**config.mk**
```make
export PLATFORM = sky130hd
export DESIGN_NAME = sdram_write_buffer_flat
export DESIGN_NICKNAME = d
export VERILOG_FILES = /design/src/rtl/sdram_write_buffer_if.sv /design/src/rtl/sdram_write_buffer.sv /design/src/flat_wrapper.sv
export SDC_FILE = /design/constraint.sdc
export NUM_CORES = 1
export LEC_CHECK = 0
export ABC_AREA = 1
export CORE_ASPECT_RATIO = 0.8
export CORE_MARGIN = 5
export CORE_UTILIZATION = 60
export CTS_BUF_LIST = sky130_fd_sc_hd__clkbuf_8
export DETAILED_ROUTE_END_ITERATION = 10
export GPL_TIMING_DRIVEN = 0
export PLACE_DENSITY = 0.78
export SKIP_CTS_REPAIR_TIMING = 1
export SLEW_MARGIN = 25
export SYNTH_ARGS = -nofsm -noshare
export SYNTH_HDL_FRONTEND = slang
export SYNTH_SLANG_ARGS = --single-unit
```
**constraint.sdc**
```tcl
create_clock -name clk -period 8.8 [get_ports clk]
set_input_delay 2.64 -clock clk [delete_from_list [all_inputs] [get_ports clk]]
set_output_delay 2.64 -clock clk [all_outputs]
set_load 0.02 [all_outputs]
```
**src/rtl/sdram_write_buffer_if.sv**
```systemverilog
// Core write-request and Avalon-MM master signals of the SDRAM write buffer.
interface sdram_write_buffer_if #(
  parameter int ADDR_WIDTH = 25,
  parameter int DATA_WIDTH = 32,
  parameter int DEPTH      = 8
);
  // Core side
  logic                      write_n;
  logic [ADDR_WIDTH-1:0]     write_address;
  logic [DATA_WIDTH-1:0]     write_data;
  logic [DATA_WIDTH/8-1:0]   write_byteenable;
  logic                      data_written_n;
  logic [$clog2(DEPTH):0]    pending;
  logic                      idle;
  // Avalon-MM master side
  logic [ADDR_WIDTH-1:0]     avm_m0_address;
  logic                      avm_m0_write_n;
  logic [DATA_WIDTH-1:0]     avm_m0_writedata;
  logic [DATA_WIDTH/8-1:0]   avm_m0_byteenable;
  logic                      avm_m0_waitrequest;

  // Buffer's view: takes core requests and slave stall, drives the rest.
  modport slave (
    input  write_n, write_address, write_data, write_byteenable,
    input  avm_m0_waitrequest,
    output data_written_n, pending, idle,
    output avm_m0_address, avm_m0_write_n, avm_m0_writedata, avm_m0_byteenable
  );

  // Environment's view (core plus SDRAM controller).
  modport master (
    output write_n, write_address, write_data, write_byteenable,
    output avm_m0_waitrequest,
    input  data_written_n, pending, idle,
    input  avm_m0_address, avm_m0_write_n, avm_m0_writedata, avm_m0_byteenable
  );
endinterface

```
**src/rtl/sdram_write_buffer.sv**
```systemverilog
// DEPTH-entry write FIFO between the core write path and an Avalon-MM slave.
// Core is stalled only when full; head entry drains one per cycle under waitrequest.
module sdram_write_buffer #(
  parameter int ADDR_WIDTH = 25,
  parameter int DATA_WIDTH = 32,
  parameter int DEPTH      = 8
) (
  input  logic                clk,
  input  logic                reset_n,
  sdram_write_buffer_if.slave bus
);
  localparam int PW = $clog2(DEPTH);
  localparam int CW = PW + 1;
  localparam int BW = DATA_WIDTH / 8;
  localparam int EW = ADDR_WIDTH + DATA_WIDTH + BW;
  localparam logic [CW-1:0] FULL = CW'(DEPTH);

  logic [EW-1:0] mem_q [DEPTH];
  logic [PW-1:0] wptr_q, wptr_d;
  logic [PW-1:0] rptr_q, rptr_d;
  logic [CW-1:0] count_q, count_d;
  logic          push, pop;
  logic [EW-1:0] head;

  // Push/pop decode; a full buffer refuses even when a pop frees a slot this cycle.
  always_comb begin
    push = !bus.write_n && (count_q != FULL);
    pop  = (count_q != '0) && !bus.avm_m0_waitrequest;
  end

  // Next pointers and occupancy.
  always_comb begin
    wptr_d  = wptr_q;
    rptr_d  = rptr_q;
    count_d = count_q;
    if (push) wptr_d = wptr_q + PW'(1);
    if (pop)  rptr_d = rptr_q + PW'(1);
    if (push && !pop)      count_d = count_q + CW'(1);
    else if (!push && pop) count_d = count_q - CW'(1);
  end

  // Control state; reset discards all buffered writes.
  always_ff @(posedge clk or negedge reset_n) begin
    if (!reset_n) begin
      wptr_q  <= '0;
      rptr_q  <= '0;
      count_q <= '0;
    end else begin
      wptr_q  <= wptr_d;
      rptr_q  <= rptr_d;
      count_q <= count_d;
    end
  end

  // Entry storage; contents are meaningless while count is zero, so no reset.
  always_ff @(posedge clk) begin
    if (push) mem_q[wptr_q] <= {bus.write_address, bus.write_data, bus.write_byteenable};
  end

  assign head = mem_q[rptr_q];

  assign bus.data_written_n    = !push;
  assign bus.pending           = count_q;
  assign bus.idle              = (count_q == '0);
  assign bus.avm_m0_write_n    = (count_q == '0);
  assign bus.avm_m0_address    = head[EW-1 -: ADDR_WIDTH];
  assign bus.avm_m0_writedata  = head[BW +: DATA_WIDTH];
  assign bus.avm_m0_byteenable = head[BW-1:0];
endmodule

```
**src/flat_wrapper.sv**
```systemverilog
// flat-port wrapper written by rule: the top's interface ports become plain ports
module sdram_write_buffer_flat 
#(
  parameter int ADDR_WIDTH = 25,
  parameter int DATA_WIDTH = 32,
  parameter int DEPTH      = 8
)
  (clk, reset_n, bus_write_n, bus_write_address, bus_write_data, bus_write_byteenable, bus_avm_m0_waitrequest, bus_data_written_n, bus_pending, bus_idle, bus_avm_m0_address, bus_avm_m0_write_n, bus_avm_m0_writedata, bus_avm_m0_byteenable);
  sdram_write_buffer_if #(.ADDR_WIDTH(ADDR_WIDTH), .DATA_WIDTH(DATA_WIDTH), .DEPTH(DEPTH)) bus_i ();
  input  logic clk;
  input  logic reset_n;
  input wire logic [$bits(bus_i.write_n)-1:0] bus_write_n;
  input wire logic [$bits(bus_i.write_address)-1:0] bus_write_address;
  input wire logic [$bits(bus_i.write_data)-1:0] bus_write_data;
  input wire logic [$bits(bus_i.write_byteenable)-1:0] bus_write_byteenable;
  input wire logic [$bits(bus_i.avm_m0_waitrequest)-1:0] bus_avm_m0_waitrequest;
  output wire logic [$bits(bus_i.data_written_n)-1:0] bus_data_written_n;
  output wire logic [$bits(bus_i.pending)-1:0] bus_pending;
  output wire logic [$bits(bus_i.idle)-1:0] bus_idle;
  output wire logic [$bits(bus_i.avm_m0_address)-1:0] bus_avm_m0_address;
  output wire logic [$bits(bus_i.avm_m0_write_n)-1:0] bus_avm_m0_write_n;
  output wire logic [$bits(bus_i.avm_m0_writedata)-1:0] bus_avm_m0_writedata;
  output wire logic [$bits(bus_i.avm_m0_byteenable)-1:0] bus_avm_m0_byteenable;
  assign bus_i.write_n = bus_write_n;
  assign bus_i.write_address = bus_write_address;
  assign bus_i.write_data = bus_write_data;
  assign bus_i.write_byteenable = bus_write_byteenable;
  assign bus_i.avm_m0_waitrequest = bus_avm_m0_waitrequest;
  assign bus_data_written_n = bus_i.data_written_n;
  assign bus_pending = bus_i.pending;
  assign bus_idle = bus_i.idle;
  assign bus_avm_m0_address = bus_i.avm_m0_address;
  assign bus_avm_m0_write_n = bus_i.avm_m0_write_n;
  assign bus_avm_m0_writedata = bus_i.avm_m0_writedata;
  assign bus_avm_m0_byteenable = bus_i.avm_m0_byteenable;
  sdram_write_buffer #(.ADDR_WIDTH(ADDR_WIDTH), .DATA_WIDTH(DATA_WIDTH), .DEPTH(DEPTH)) u_core (.clk(clk), .reset_n(reset_n), .bus(bus_i));
endmodule
```
==> out/results.tsv, run 1 <==
metric	value	unit
Syn Std Cell Area	21500	um2
critical path fanouts, max	10	
Place WS	1.93	ns
setup violators final	0	
fin crit share	78.0	%
top cells by area, synth	edfxtp_1, nand2_1, nor2_1	
area leader, netlist	edfxtp_1	
Chip Height	179	um
# Max-Cap Violations	0	
Yosys warnings	0	
die area	39700	um2
vias per inst	5.09	
Die W	222	um
Cell variety after synth	19	
setup TNS	0	ns
Core Util, Final	71.0	%
Final Wtd Congestion	0.788	
Port Buffers	132	
fin area	25300	um2
Layout Cells excl Fill	2997	
Sink Count	498	
status	finished, final reports clean	
Final WS setup	1.94	ns
total power	8.54	mW
Vias	15250	
TritonRoute pass-1 iters	6	
CTS tree	yes	
worst relative slew slack	50.7	%
TritonCTS Buffers	76	
area grow syn2layout	17.6	%
# rows	62	
vias in the first global route	15121	
commonest non-fill, non-tap cell in the layout	nand2_1	
layout net count	2536	
placed insts	2867	
Syn Nets	2261	
worst skew pair latency	0.62	ns
Total Routing Usage GR	25.4	%
Required @ worst endpoint	6.16	ns
upper clock frequency limit	146	MHz
global-route wire length before repair	78700	um
critical path class	in -> out	
H-tree depth	3	
initial antenna violation count	3	
io pins	133	
Hold Path Class	reg -> reg	
DP HPWL	34500	um
per-cell routed wire length	17.0	um
skew final	0.0221	ns
pwr/cell area	338	nW/um2
Min Hold Slack	0.577	ns
Worst EP arrival	4.22	ns
crit end category	output pin	
Initial Util	60.4	%
synthesized instance count	2190	
setup repair after global routing missed its margin	no	
global route total overflow	0	
clk buf depth	3	
Mean Syn Cell Area	9.81	um2
final hold violation count	0	
min cycle time layout	6.86	ns
layout cells sized above 1	9.31	%
#FFs+latches synth	498	
crit start category	input port	
share of the synthesized area in the top cell type	68.2	%
Pleak	11.1	nW
post-route antenna net violation count	0	
initial DRC count	1406	
worst-margin pin slew	0.735	ns
Max VDD drop	0.000194	V
clock tree root driver cell	clkbuf_8	
Clk pin slew, worst setup/hold paths	0.06	ns
highest-count cells in the layout ignoring fill and taps	nand2_1, nor2_1, edfxtp_1	
final wirelength	51000	um
Core ar.	35600	um2
Max Slew Vio Count	0	
drt drc	0	
pin count of the biggest net entering global routing	11	
register area share after synthesis	69.3	%
Area after DPL	24000	um2
-- worst paths after layout --
| path | start | endpoint | slack [ns] | cells past startpoint |
|---|---|---|---|---|
| setup / recovery | bus_write_n | bus_data_written_n | 1.94 | 5 |
| hold / removal | u_core.bus.pending[2] | u_core.bus.pending[2] | 0.58 | 2 |
| setup reg to reg | u_core.bus.pending[0] | u_core.mem_q[4][32] | 6.03 | 9 |
| hold reg to reg | u_core.bus.pending[2] | u_core.bus.pending[2] | 0.58 | 2 |
| max in group asynchronous | reset_n | u_core.bus.pending[3] | 6.10 | 1 |
| min in group asynchronous | reset_n | u_core.bus.pending[0] | 2.37 | 1 |
-- synth_stat cells (all sizes together) --
cell    count
buf        80
clkbuf     16
clkinv      1
dfrtp      10
edfxtp    488
fa          1
ha          5
inv       257
nand2     819
nand3       5
nor2      490
nor3        8
o21ai       3
or2         1
xnor2       5
xor2        1
-- power breakdown --
group	total [mW]	internal, mW	switching [mW]
combinational	3.80	1.32	2.48
sequential	3.06	2.96	0.0914
clock	1.69	0.835	0.853
-- worst max-delay path: stages --
cell	delay, ns
clkdlybuf4s50_1	0.45
inv_1	0.03
nand2_1	0.14
buf_2	0.29
clkdlybuf4s50_1	0.67
-- sequential cells by signal, summed over array words and instances, names as in the netlist --
name,cells
u_core.mem_q,488
u_core.wptr_q,3
u_core.rptr_q,3
u_core.bus.pending,4
-- kinds of logic after synthesis --
logic type                 count (synthesis)  share of synthesized area, %
adders and majority gates                  6                         0.384
xor gates and xnor gates                   6                         0.244
buffers and inverters                    354                          6.77
DFF                                      498                          69.3
AOI/OAI and AO/OA                          3                        0.0698
and+or+nand+nor                         1323                          23.2
-- metal layers --
metal,vias up,GRT usage [%],wire length (um)
met5,-,0,13
met4,2,9.86,1650
met3,121,5.93,4720
met2,706,41.8,23800
met1,7077,33.6,20800
li1,7344,-,-
-- area by class of cell --
class                      instances  area (um2)
tap                              480         601
clock inverter                    50         226
fill                            2513       10300
clock buffer                      77        1060
inverter                         258         968
sequential                       498       14900
multi-input combinational       1338        5170
timing repair buffer             197        1840
antenna                            3        7.51
buffer                            96         487
Note: power is estimated with default switching activity, not from simulation.
==> run 2, diff against run 1 <==
==> constraint.sdc (replaced) <==
create_clock -name clk -period 6.96 [get_ports clk]
set_input_delay 2.088 -clock clk [delete_from_list [all_inputs] [get_ports clk]]
set_output_delay 2.088 -clock clk [all_outputs]
set_load 0.02 [all_outputs]
==> results of run 2 <==
Same layout as run 1 (identical final DEF). Status: finished, final reports clean.
Among the figures that moved: setup slack after placement 1.93 ns -> 1.19 ns; setup slack after layout 1.94 ns -> 1.20 ns; register-to-register setup slack 6.03 ns -> 4.19 ns; total power 8.54 mW -> 10.8 mW; worst IR drop on VDD 0.000194 V -> 0.000245 V
